$ cat config.mk
export PLATFORM = sky130hd
export DESIGN_NAME = pixel_skip_ctrl
export DESIGN_NICKNAME = d
export VERILOG_FILES = /design/src/rtl/pixel_skip_ctrl.sv
export SDC_FILE = /design/constraint.sdc
export NUM_CORES = 1
export LEC_CHECK = 0
export BUFFER_PORTS_ARGS = -buffer_cell sky130_fd_sc_hd__buf_2
export CAP_MARGIN = 10
export CORE_MARGIN = 2
export CORE_UTILIZATION = 55
export DETAILED_ROUTE_END_ITERATION = 12
export GPL_ROUTABILITY_DRIVEN = 0
export PLACE_DENSITY = 0.75
export SYNTH_ARGS = -nofsm -noshare
export SYNTH_HDL_FRONTEND = slang
export SYNTH_SLANG_ARGS = --single-unit
$ cat constraint.sdc
create_clock -name gpuClock -period 8.6 [get_ports gpuClock]
set_input_delay 2.58 -clock gpuClock [delete_from_list [all_inputs] [get_ports gpuClock]]
set_output_delay 2.58 -clock gpuClock [all_outputs]
set_load 0.02 [all_outputs]
$ cat src/rtl/pixel_skip_ctrl.sv
// Multi-channel pixel-increment forcer with a lookahead FIFO for raster-ahead found pixels.
// Define PIXEL_SKIP_STATS_EN to implement dropCount/missCount; otherwise both read 0.
module pixel_skip_ctrl #(
    parameter int CHANNELS = 4,
    parameter int COORD_W  = 11,
    parameter int DEPTH    = 8,
    parameter int STAT_W   = 16
) (
    input  logic                          gpuClock,
    input  logic                          gpuReset,
    input  logic                          frameStart,
    input  logic [COORD_W-1:0]            xPixel_pixelCnt,
    input  logic [COORD_W-1:0]            yPixel_pixelCnt,
    input  logic [CHANNELS-1:0]           pixelFound_palette,
    input  logic [CHANNELS*COORD_W-1:0]   xPixel_palette,
    input  logic [CHANNELS*COORD_W-1:0]   yPixel_palette,
    output logic                          pixelIncForce,
    output logic [$clog2(DEPTH):0]        fifoCount,
    output logic                          fifoFull,
    output logic [STAT_W-1:0]             dropCount,
    output logic [STAT_W-1:0]             missCount
);
    localparam int PTR_W = $clog2(DEPTH);
    localparam int CNT_W = PTR_W + 1;
    localparam int ENT_W = 2 * COORD_W;

    // Keys are {y, x}: unsigned order on the concatenation is raster order.
    logic [ENT_W-1:0] c_key;
    logic [ENT_W-1:0] keys [CHANNELS];
    logic [ENT_W-1:0] mem [DEPTH];
    logic [ENT_W-1:0] head;
    logic [ENT_W-1:0] cand;
    logic [ENT_W-1:0] last_key;
    logic             last_valid;
    logic [PTR_W-1:0] rd_ptr;
    logic [PTR_W-1:0] wr_ptr;
    logic [CNT_W-1:0] count;
    logic             direct_hit;
    logic             cand_valid;
    logic             head_hit;
    logic             head_stale;
    logic             pop;
    logic             push_req;
    logic             push;
    logic             full;
    logic             drop_full;

    assign c_key = {yPixel_pixelCnt, xPixel_pixelCnt};

    for (genvar g = 0; g < CHANNELS; g++) begin : g_keys
        assign keys[g] = {yPixel_palette[g*COORD_W +: COORD_W], xPixel_palette[g*COORD_W +: COORD_W]};
    end

    always_comb begin
        direct_hit = 1'b0;
        cand_valid = 1'b0;
        cand       = '0;
        for (int unsigned i = 0; i < CHANNELS; i++) begin
            if (pixelFound_palette[i] && keys[i] == c_key)
                direct_hit = 1'b1;
            if (pixelFound_palette[i] && keys[i] > c_key && !cand_valid) begin
                cand_valid = 1'b1;
                cand       = keys[i];
            end
        end
    end

    assign full       = (count == CNT_W'(DEPTH));
    assign head       = mem[rd_ptr];
    assign head_hit   = !frameStart && count != '0 && head == c_key;
    assign head_stale = !frameStart && count != '0 && head < c_key;
    assign pop        = head_hit | head_stale;
    assign push_req   = !frameStart && cand_valid && !(last_valid && last_key == cand);
    assign push       = push_req && (!full || pop);
    assign drop_full  = push_req && full && !pop;

    always_ff @(posedge gpuClock or posedge gpuReset) begin
        if (gpuReset) begin
            pixelIncForce <= 1'b0;
            rd_ptr        <= '0;
            wr_ptr        <= '0;
            count         <= '0;
            last_valid    <= 1'b0;
            last_key      <= '0;
        end else begin
            pixelIncForce <= direct_hit | head_hit;
            if (frameStart) begin
                rd_ptr     <= '0;
                wr_ptr     <= '0;
                count      <= '0;
                last_valid <= 1'b0;
            end else begin
                if (pop)
                    rd_ptr <= rd_ptr + PTR_W'(1);
                if (push) begin
                    wr_ptr     <= wr_ptr + PTR_W'(1);
                    last_key   <= cand;
                    last_valid <= 1'b1;
                end
                count <= count + CNT_W'(push) - CNT_W'(pop);
            end
        end
    end

    always_ff @(posedge gpuClock) begin
        if (push)
            mem[wr_ptr] <= cand;
    end

    assign fifoCount = count;
    assign fifoFull  = full;

`ifdef PIXEL_SKIP_STATS_EN
    localparam int INC_W = $clog2(CHANNELS + 2);

    logic [INC_W-1:0]  n_ahead;
    logic [INC_W-1:0]  n_behind;
    logic [INC_W-1:0]  drop_inc;
    logic [INC_W-1:0]  miss_inc;
    logic [STAT_W-1:0] drop_q;
    logic [STAT_W-1:0] miss_q;

    function automatic logic [STAT_W-1:0] sat_add(input logic [STAT_W-1:0] a, input logic [INC_W-1:0] b);
        logic [STAT_W:0] s;
        s = {1'b0, a} + (STAT_W+1)'(b);
        return s[STAT_W] ? '1 : s[STAT_W-1:0];
    endfunction

    always_comb begin
        n_ahead  = '0;
        n_behind = '0;
        for (int unsigned i = 0; i < CHANNELS; i++) begin
            if (pixelFound_palette[i] && keys[i] > c_key)
                n_ahead = n_ahead + INC_W'(1);
            if (pixelFound_palette[i] && keys[i] < c_key)
                n_behind = n_behind + INC_W'(1);
        end
        // A flush cycle has no push, so surplus ahead channels are not counted as drops then.
        drop_inc = (frameStart || n_ahead == '0) ? INC_W'(drop_full) : n_ahead - INC_W'(1) + INC_W'(drop_full);
        miss_inc = n_behind + INC_W'(head_stale);
    end

    always_ff @(posedge gpuClock or posedge gpuReset) begin
        if (gpuReset) begin
            drop_q <= '0;
            miss_q <= '0;
        end else begin
            drop_q <= sat_add(drop_q, drop_inc);
            miss_q <= sat_add(miss_q, miss_inc);
        end
    end

    assign dropCount = drop_q;
    assign missCount = miss_q;
`else
    assign dropCount = '0;
    assign missCount = '0;
`endif

endmodule
======== After elaboration in Yosys (flattened, before gate mapping) ========
Memories as Yosys holds them, arrays and structs flattened.
Cells that the tools add are included.
word-level totals
  bits in writable memories ............... 176
  flip-flop bits (word level) ............. 34
  memories ................................ 1
operators by class
  multiplexer cells ....................... 21
  bitwise operators ....................... 3
  order comparisons ....................... 5
  equal/unequal tests ..................... 7
  add/subtract/negate cells ............... 4
  reductions and logical operators ........ 29
memories
  memory  depth  width  read ports  clocked after Yosys merged registers in  write ports  line  RTL
  mem     8      22     1           0                                        1            30    logic [ENT_W-1:0] mem [DEPTH];
operators with widths
  operator             count
  $eq 22x22->1         6
  $gt 22x22->1         4
  $mux 22              4
  $lt 22x22->1         1
  $logic_and 1x1->1    18
  $mux 1               12
  $mux 3               4
  $add 3x1->3 const B  2
  $logic_not 1->1      6
  $add 4x1->4          1
  $eq 4x4->1 const B   1
  $mux 4               1
  $reduce_bool 2->1    2
  $reduce_bool 4->1    1
  $sub 4x1->4          1
  $or 1x1->1           2
  $reduce_and 2->1     1
  $logic_or 1x1->1     1
  $not 1->1            1

======== Longest topological paths before layout ========
Gate-level depths: netlist of the first run.
  depth in word-level cells ............... 20
  mapped depth ............................ 23
  gate-level depth less buffers ........... 20

======== Worst setup path before layout of the first run ========
Ideal clock, no wire load.
  path type ............................... in2reg
  start point ............................. input port yPixel_pixelCnt[5]
  end point ............................... memory mem[2][0] (netlist bit), enable pin
  arrival time ............................ 7.879 ns
  path buffers ............................ 3
  path slack .............................. 0.264 ns
  required time ........................... 8.143 ns
  stages .................................. 17
  cells stage by stage .................... inv_1 > ha_1 > and3_1 > a221o_1 > a221oi_2 > o211ai_1 > nand3_1 > buf_1 > nand3_1 > o22ai_1 > xnor2_1 > o2111ai_1 > o21ai_4 > nor2_2 > buf_6 > buf_6 > nor4bb_1
on the way
  longest elaborated chain between the ends .. 19
ends and longest elaborated chain
  what                              line  RTL
  start, declared                   13    input logic [COORD_W-1:0] yPixel_pixelCnt,
  $gt 22x22->1                      61    if (pixelFound_palette[i] && keys[i] > c_key && !cand_valid) begin
  $logic_and 1x1->1                 61
  $mux 1                            61
  $logic_not 1->1                   61
  $logic_and 1x1->1                 61
  $mux 1                            61
  $logic_not 1->1                   61
  $logic_and 1x1->1                 61
  [4 not listed]                    -
  net cand[0]                       32    logic [ENT_W-1:0] cand;
  $eq 22x22->1 (*)                  73    assign push_req = !frameStart && cand_valid && !(last_valid && last_key == cand);
  $logic_and 1x1->1 (*)             73
  $logic_not 1->1 (*)               73
  $logic_and 1x1->1 (*)             73
  $logic_and 1x1->1 (*)             74    assign push = push_req && (!full || pop);
  $mux 1 (*)                        106   if (push)
  $mux 1 (implied by the code) (*)  107   mem[wr_ptr] <= cand;
  end, declared                     30
The timed path passes the listed nets; every way through them passes the cells marked *.

======== Final worst setup path of the first run ========
  start point ............................. input port yPixel_pixelCnt[9]
  end point ............................... register count[2] (netlist: fifoCount[2])
on the way
  longest elaborated chain between the ends .. 20
ends and longest elaborated chain
  what                   line  RTL
  $gt 22x22->1           61
  $logic_and 1x1->1      61
  $mux 1                 61
  $logic_not 1->1        61
  $logic_and 1x1->1      61
  $mux 1                 61
  $logic_not 1->1        61
  $logic_and 1x1->1      61
  [4 not listed]         -
  net cand[20]           32
  $eq 22x22->1 (*)       73
  $logic_and 1x1->1 (*)  73
  $logic_not 1->1 (*)    73
  $logic_and 1x1->1 (*)  73
  $logic_and 1x1->1 (*)  74
  $add 4x1->4 (*)        100   count <= count + CNT_W'(push) - CNT_W'(pop);
  $sub 4x1->4 (*)        100
  $mux 4 (*)             87    if (frameStart) begin
  end signal, assigned   100
  end, declared          37    logic [CNT_W-1:0] count;
Marks and branches as above.
A chain may end at the register's enable or synchronous reset.

==> results of run 1 <==
[cells in the final DEF (no fill, tap or decap), types with 10 or more instances in the layout]
cell type / instances
edfxtp_1: 176
buf_2: 122
ha_1: 117
inv_1: 62
mux4_2: 44
nand2_1: 41
a21oi_1: 40
mux2_2: 40
nand3_1: 36
conb_1: 32
dfrtp_1: 32
and3_1: 28
buf_4: 28
clkbuf_16: 23
a21o_1: 22
o211ai_1: 21
nor2_1: 19
and4_1: 17
nor3_1: 17
o21ai_0: 15
a31oi_1: 15
nand4_1: 14
nor4_1: 10
xnor2_1: 10
[cell usage after synthesis (all sizes together), types with 3 or more instances]
cell and count:
a211o 6, a211oi 4, a21o 22, a21oi 40, a221oi 5, a311oi 8
a31o 5, a31oi 15, a32oi 4, a41oi 5, and2 3, and3 28
and4 17, buf 45, clkbuf 35, dfrtp 34, edfxtp 176, ha 117
inv 62, mux2 44, mux2i 4, mux4 44, nand2 41, nand2b 3
nand3 36, nand4 14, nor2 20, nor2b 9, nor3 18, nor4 12
nor4b 3, o2111a 5, o2111ai 8, o211ai 21, o21a 3, o21ai 16
o221ai 4, o22ai 7, o31ai 4, o41ai 5, xnor2 10, xor2 5
[power by group]
part / switching (mW) / internal (mW)
registers: 0.113 / 1.27
clock network: 0.377 / 0.571
logic: 0.602 / 0.515
[kinds of logic after synthesis]
| family | after synthesis | share of synthesized area |
|---|---|---|
| fa+ha+maj | 118 | 0.1172 |
| flops | 210 | 0.4846 |
| other cells | 1 | 0.0002962 |
| xor+xnor | 15 | 0.01038 |
| simple gates | 212 | 0.09339 |
| buf+inv | 142 | 0.05386 |
| compound gates | 205 | 0.1185 |
| mux | 92 | 0.1218 |
[critical path: stages]
cell and delay (ns):
buf_2 0.08, inv_1 0.13, ha_1 0.35, and4_1 0.29, and4_1 0.31, o31ai_1 0.19
o2111a_1 0.18, o22ai_1 0.90, nor3_2 0.11, a22o_1 0.41, xnor2_1 0.32, o2111ai_1 0.22
o21ai_4 0.38, nor2b_1 0.27, inv_1 0.08, o21ai_0 0.10, ha_1 0.22, inv_1 0.06
fa_1 0.38, xor2_1 0.16, nor2_1 0.05
[flip-flops by register name (all words and copies together) (netlist names)]
name	flops
fifoCount	4
last_key	22
last_valid	1
mem	176
pixelIncForce	1
rd_ptr	3
wr_ptr	3
[per-layer routing]
| layer | routed length [um] | part of all wire | vias to the layer above | global-route usage |
|---|---|---|---|---|
| met1 | 14430 | 0.41 | 4548 | 0.4179 |
| met3 | 3849 | 0.11 | 84 | 0.06611 |
| met2 | 16070 | 0.46 | 591 | 0.4576 |
| met4 | 923 | 0.026 | 0 | 0.07471 |
| met5 | 0 | 0 | - | 0 |
| li1 | - | - | 4149 | - |
[worst paths after layout]
check,start,slack [ns],end
setup / recovery,yPixel_pixelCnt[9],1.18,fifoCount[2]
hold / removal,last_key[2],0.51,last_key[2]
setup reg to reg,rd_ptr[0],2.77,mem[2][17]
hold reg to reg,last_key[2],0.51,last_key[2]
max in group asynchronous,gpuReset,6.05,rd_ptr[0]
min in group asynchronous,gpuReset,2.18,wr_ptr[1]
[metrics by stage]
step,setup slack [ns],instance area [um^2],hold slack (ns)
6_report,1.179,14270,0.5142
5_1_grt,0.9339,14270,0.5320
4_1_cts,1.386,14270,0.5101
3_5_place_dp,0.9036,13550,0.4958
3_3_place_gp,0.9876,13550,0.4902
2_1_floorplan,0.2637,12780,0.4469
[cell type report]
cell class,count,area share
clock buffer,29,0.04401
inverter,62,0.01631
sequential,210,0.4301
clock inverter,10,0.006750
tap,285,0.02498
timing repair buffer,150,0.05751
multi-input combinational,674,0.4204
==> results.ini, run 1 <==
[run_status]
status = finished clean

[timing]
setup_viol = 0
worstMarginPinSlew_ns = 1.172
hold_viol_final = 0
fin_crit_sh = 0.8630
skew_ns = 0.009200
grt_setup_unrepaired = no
final-max-slew-violation-count = 0
timing.setup.tns_ns = 0
fmax_mhz = 134.7
max_slew_margin = 0.2190
min_period_ns = 7.421

[floorplanning]
dieHeight_um = 155.7
start_util = 0.5592
dieArea_um2 = 24250
num_rows = 55
die_x_um = 155.7
ios = 155
fp.coreArea_um2 = 22640

[placement]
dpl.cell_count = 1381
dp_hpwl_um = 26120
io_buffer_count = 122

[clocking]
clockBufferDepth = 3
insertion_delay_ns = 0.50
ctsRootBufferMaster = clkbuf_16
htree_levels = 1
cts_resized = 0
cts_setup_buffers = 0
hold_buffers = 0
cts_tree = built
cts_buffers = 22
clk_pin_slew_worst_paths_ns = 0.06
cts_sinks = 210

[layout]
layoutNonFillerInstCount = 1420
fin_nets = 1355
fillers = 1746
multi_input_area_um2 = 6000
diodes = 0
syn_to_final_growth_pct = 12.73
utilization = 0.6304
regArea_um2 = 6138
layout-drive-gt1-share = 0.2555

[synthesis]
synth_top_area_share = 0.4174
synth_seq_cells = 210
seq_area_frac_synth = 0.4846
synth_enable_flop_cells = 176
yosys_warnings = 0
yosys.area.top_type = edfxtp_1
ys_async_sr_fraction = 0.1619
avgSynthCellArea_um2 = 12.72
syn_inst = 995
synth_area_um2 = 12660
synth_area_leaders = edfxtp_1 (42%), ha_1 (12%), mux4_2 (7.8%)
synth_ff_type = edfxtp_1
ys_types = 73

[route]
drt-initial-drc-count = 1099
vias = 9372
vias_per_cell = 6.600
final_antenna_net_count = 0
routed_wl_um = 35270
routedWlPerCell_um = 24.83
dr.pass1.iters = 6
drc = 0

[setup_path]
crit_fanout = 12
worst_setup_path_start_kind = input port
worst_ep_arrival_time_ns = 7.79
path_class = in2reg
worstRegToRegCells = 15
end_kind = register
critPathRequiredTime_ns = 8.97

[global_route]
grt_pass1_wl_um = 53250
grt_max_degree = 39
antenna_found_initial = 0
first_global_vias = 9101
globalRouteOverflowTotal = 0
grt.total_usage = 0.2927

[power]
p_total_mw = 3.445
leakage_nw = 5.806
max-vdd-ir-drop_uv = 182.8
power_density_nw_per_um2 = 241.4

[worst_hold_path]
hold_depth = 1
holdCritPathClass = reg2reg

[flow_run]
drv_cap = 0

No activity file was read; power rests on OpenSTA's default activity.
==> inputs of run 2 (changes only) <==
- ABC_AREA: unset -> 1
==> results.ini, run 2 <==
[layout]
layout_common_cells = nand2_1 (310), nor2_1 (209), edfxtp_1 (176)
fillers = 1915
fin_nets = 1791
largest_reg_flops = 176
layout_commonest_cell = nand2_1
layout-drive-gt1-share = 0.1299
design_area_um2 = 14160
top_register = mem
syn_to_final_growth_pct = 10.86

[floorplanning]
dieArea_um2 = 24460
fp.coreArea_um2 = 22710
die_x_um = 156.4
start_util = 0.5625
ios = 155
dieHeight_um = 156.4
num_rows = 55

[clocking]
htree_levels = 1
clockBufferDepth = 3
clk_pin_slew_worst_paths_ns = 0.06
cts_setup_buffers = 0
cts_sinks = 210
insertion_delay_ns = 0.50
cts_resized = 0
cts_tree = built
ctsRootBufferMaster = clkbuf_16
hold_buffers = 0
cts_buffers = 21

[run_status]
status = finished clean

[power]
leakage_nw = 6.445
max-vdd-ir-drop_uv = 219.8
power_density_nw_per_um2 = 250.0
p_total_mw = 3.540

[setup_path]
cp_slowest_cell = nor3_2
crit_top_cell = nand2_1
path_class = in2reg
worst_ep_arrival_time_ns = 7.17
cp_num_cells = 23
cp_top_family = simple AND/OR/NAND/NOR gates
end_kind = register
cpPeakStageDelay_ns = 0.73
cp_cell_sequence = buf_2, inv_1, ha_1, nand2_1, inv_1, nand2_1, nand3_1, nor2_1, nand3_2, nand2_4, nand4_4, inv_2, nand2_1, nand2_1, nand2_1, nand2_1, nor2_1, nand2_1, nor2_1, nand3_2, nand3_4, nor3_2, buf_4
timing.critical_path.to = mem[5][7]
worst_setup_path_start_kind = input port
setup.worst_path.start = yPixel_pixelCnt[10]
crit_buf_inv = 5
r2r_start = rd_ptr[0]
rr_endpoint = mem[5][7]
ff2ff_setup_slack_ns = 2.78
crit_fanout = 32
worstRegToRegCells = 21
critPathRequiredTime_ns = 8.79

[route]
drt-initial-drc-count = 1056
dr.pass1.iters = 6
routed_wl_um = 33700
drc = 0
final_antenna_net_count = 0
vias_per_cell = 5.689
routedWlPerCell_um = 18.15
vias = 10560

[global_route]
globalRouteOverflowTotal = 0
grt_pass1_wl_um = 52620
first_global_vias = 9830
antenna_found_initial = 0
grt.total_usage = 0.2782
grt_max_degree = 59

[worst_hold_path]
holdCritPathClass = reg2reg

[timing]
setup_viol = 0
fmax_mhz = 143.2
skew_ns = 0.01790
timing.setup.tns_ns = 0
grt_setup_unrepaired = no
worstMarginPinSlew_ns = 0.9408
min_period_ns = 6.983
max_slew_margin = 0.3694
final-max-slew-violation-count = 0
fin_crit_sh = 0.8120
hold_viol_final = 0

[synthesis]
synth_ff_type = edfxtp_1
synth_area_leaders = edfxtp_1 (41%), ha_1 (11%), nand2_1 (9.1%)
ys_async_sr_fraction = 0.1619
yosys-top-cells-count = nand2_1 (310), nor2_1 (213), edfxtp_1 (176)
synth_enable_flop_cells = 176
synth_area_um2 = 12770
syn_inst = 1443
yosys_warnings = 0
synth_seq_cells = 210
synth_most_common_cell = nand2_1
ys_types = 46
seq_area_frac_synth = 0.4803
avgSynthCellArea_um2 = 8.853
synth_top_area_share = 0.4137
yosys.area.top_type = edfxtp_1

[placement]
io_buffer_count = 122
dp_hpwl_um = 24760
placed_cell_area_um2 = 13540

[flow_run]
drv_cap = 0

run 2: how the worst min path moves through the flow:
stage / start / end / slack, ns / depth (start not counted)
floorplan: last_valid / last_valid / 0.44 / 2
global placement: last_key[9] / last_key[9] / 0.47 / 2
detailed placement: last_key[9] / last_key[9] / 0.48 / 2
CTS: last_key[9] / last_key[9] / 0.49 / 2
global route: last_key[16] / last_key[16] / 0.53 / 2
finish: last_key[9] / last_key[9] / 0.50 / 2
run 2: tightest hold or removal path, delay by kind of cell (launching register included):
family,cells,cell delay (ns)
DFF,1,0.35
AOI/OAI and AO/OA,1,0.06
and+or+nand+nor,1,0.05
run 2: final cells by class:
cell class	count	area, um^2	share of cell area
sequential	210	6137	0.4333
inverter	139	521.8	0.03684
tap	285	356.6	0.02518
clock inverter	8	45.04	0.003181
multi-input combinational	1045	5769	0.4074
clock buffer	30	579.3	0.04090
timing repair buffer	139	750.7	0.05301
antenna	1	2.502	0.0001767
run 2: report_power, final:
group,switching (mW),internal [mW]
logic,0.908,0.428
clock network,0.371,0.470
registers,0.0885,1.27
run 2: cells by family (layout without fill, tap and decap cells):
kind of cell	Yosys count	count (layout)	share of synthesized area
adder cells (fa/ha/maj)	118	118	0.1162
AND/OR/NAND/NOR	677	677	0.2289
flip-flops	210	210	0.4803
other	1	33	0.0002935
AO/OA/AOI/OAI	216	216	0.09344
buffers and inverters	219	316	0.07953
XOR/XNOR	2	2	0.001371
run 2: per-stage QoR:
step,utilization,hold slack [ns],setup slack (ns),instances
4_1_cts,0.6235,0.4944,1.758,1856
3_3_place_gp,0.5960,0.4741,1.444,1818
5_1_grt,0.6235,0.5313,1.293,1856
6_report,0.6236,0.4971,1.617,1857
2_1_floorplan,-,0.4427,1.702,1474
3_5_place_dp,0.5960,0.4793,1.251,1818
run 2: metal layers:
| layer | vias to the layer above | global-route usage | wire [um] |
|---|---|---|---|
| met2 | 484 | 0.4470 | 15240 |
| li1 | 5068 | - | - |
| met5 | - | 0 | 0 |
| met1 | 4949 | 0.4032 | 14660 |
| met3 | 63 | 0.03185 | 2912 |
| met4 | 0 | 0.07427 | 883 |
==> inputs of run 3 (changes only) <==
- CORE_UTILIZATION: 55 -> 54
- PLACE_DENSITY: 0.75 -> 0.77
- clock period: 8.6 -> 6 ns (I/O delays scaled with it)
==> results.ini, run 3 (synthesized netlist as in run 2, its figures left out) <==
[run_status]
status = finished clean

[timing]
setup_viol = 0
fmax_mhz = 183.0
fin_ws_ns = 0.5357
skew_ns = 0.01004
final-max-slew-violation-count = 0
worstMarginPinSlew_ns = 0.8575
fin_crit_sh = 0.9107
grt_setup_unrepaired = no
min_period_ns = 5.464
timing.hold.ws_ns = 0.5007
max_slew_margin = 0.4283
timing.setup.tns_ns = 0
hold_viol_final = 0

[setup_path]
crit_fanout = 15
end_kind = register
worstRegToRegCells = 18
ff2ff_setup_slack_ns = 0.90
crit_top_cell = nand2_1
cp_slowest_cell = ha_1
r2r_start = rd_ptr[1]
setup.worst_path.start = yPixel_pixelCnt[10]
worst_ep_arrival_time_ns = 5.87
worst_setup_path_start_kind = input port
critPathRequiredTime_ns = 6.41
cp_top_family = simple AND/OR/NAND/NOR gates
rr_endpoint = mem[1][19]
crit_buf_inv = 2
cpPeakStageDelay_ns = 0.33
path_class = in2reg

[layout]
layout-drive-gt1-share = 0.1397
layout_commonest_cell = nand2_1
design_area_um2 = 14430
utilization = 0.6182
layoutNonFillerInstCount = 1908
diodes = 0
layout_common_cells = nand2_1 (310), nor2_1 (209), edfxtp_1 (176)
largest_reg_flops = 176
syn_to_final_growth_pct = 12.92
fin_nets = 1810
top_register = mem

[floorplanning]
dieHeight_um = 157.8
num_rows = 56
fp.coreArea_um2 = 23330
dieArea_um2 = 24900
ios = 155
start_util = 0.5475
die_x_um = 157.8

[route]
drc = 0
final_antenna_net_count = 0
drt-initial-drc-count = 874
dr.pass1.iters = 5
routed_wl_um = 32930
vias_per_cell = 5.502
routedWlPerCell_um = 17.26
vias = 10500

[global_route]
antenna_found_initial = 0
grt_pass1_wl_um = 51290
globalRouteOverflowTotal = 0
first_global_vias = 9818
grt.total_usage = 0.2692
grt_max_degree = 90

[clocking]
hold_buffers = 0
insertion_delay_ns = 0.49
clockBufferDepth = 3
cts_setup_buffers = 0
cts_resized = 0
clk_pin_slew_worst_paths_ns = 0.06
cts_tree = built
cts_buffers = 20
htree_levels = 1
ctsRootBufferMaster = clkbuf_16
cts_sinks = 210

[worst_hold_path]
hp-start = last_key[16]
holdCritPathClass = reg2reg
hold_depth = 2
min_to = last_key[16]

[placement]
io_buffer_count = 122
place_ws_ns = 0.1287
dpl.cell_count = 1872
dp_hpwl_um = 24450
placed_cell_area_um2 = 13780

[flow_run]
drv_cap = 0

[power]
p_total_mw = 5.147
power_density_nw_per_um2 = 356.8
leakage_nw = 6.572
max-vdd-ir-drop_uv = 336.1

-- run 3: cell types whose count changed in the layout (fill, tap and decap cells not counted) --
cell / before / now
buf_12: 1 / 5
buf_4: 16 / 32
bufinv_16: 0 / 2
clkbuf_1: 7 / 10
clkbuf_8: 2 / 1
clkinv_1: 6 / 3
clkinvlp_4: 2 / 0
diode_2: 1 / 0
inv_6: 1 / 0
-- run 3: metal layers --
layer / share of wire / vias to the layer above / track usage / wire length, um
met5: 0 / - / 0 / 0
met4: 0.025 / 0 / 0.07489 / 817
met3: 0.091 / 59 / 0.04599 / 2985
met2: 0.46 / 490 / 0.4398 / 15010
met1: 0.43 / 4857 / 0.3721 / 14110
li1: - / 5092 / - / -
-- run 3: final cells by class --
class	instances	area [um^2]
Multi-Input combinational cell	1045	5769
Timing Repair Buffer	159	950.9
Tap cell	319	399.1
Sequential cell	210	6137
Fill cell	1929	8907
Clock inverter	4	70.07
Inverter	139	521.8
Clock buffer	32	576.8
-- run 3: worst max path at each step --
stage                    to  depth (start not counted)
3_3_place_gp   fifoCount[2]                         29
6_report       fifoCount[3]                         30
5_1_grt        fifoCount[3]                         30
2_1_floorplan     mem[5][0]                         23
3_5_place_dp   fifoCount[2]                         30
4_1_cts        fifoCount[2]                         30
-- run 3: worst register-to-register path, cell delays in order (launching register included) --
cell and delay (ns):
dfrtp_1 0.36, clkinv_1 0.51, buf_4 0.44, nor2_1 0.12, o21ai_0 0.08, a31oi_1 0.20
ha_1 0.27, nand2_1 0.07, inv_1 0.03, nor2_1 0.08, nor2_1 0.05, a2111oi_0 0.70
o21ai_0 0.34, nand2_1 0.30, inv_1 0.11, nand2_1 0.20, nand3_4 0.27, nor3_2 0.25
buf_4 0.37
-- run 3: where the power goes --
part	internal (mW)	switching, mW
logic	0.670	1.30
clock network	0.745	0.503
registers	1.83	0.101
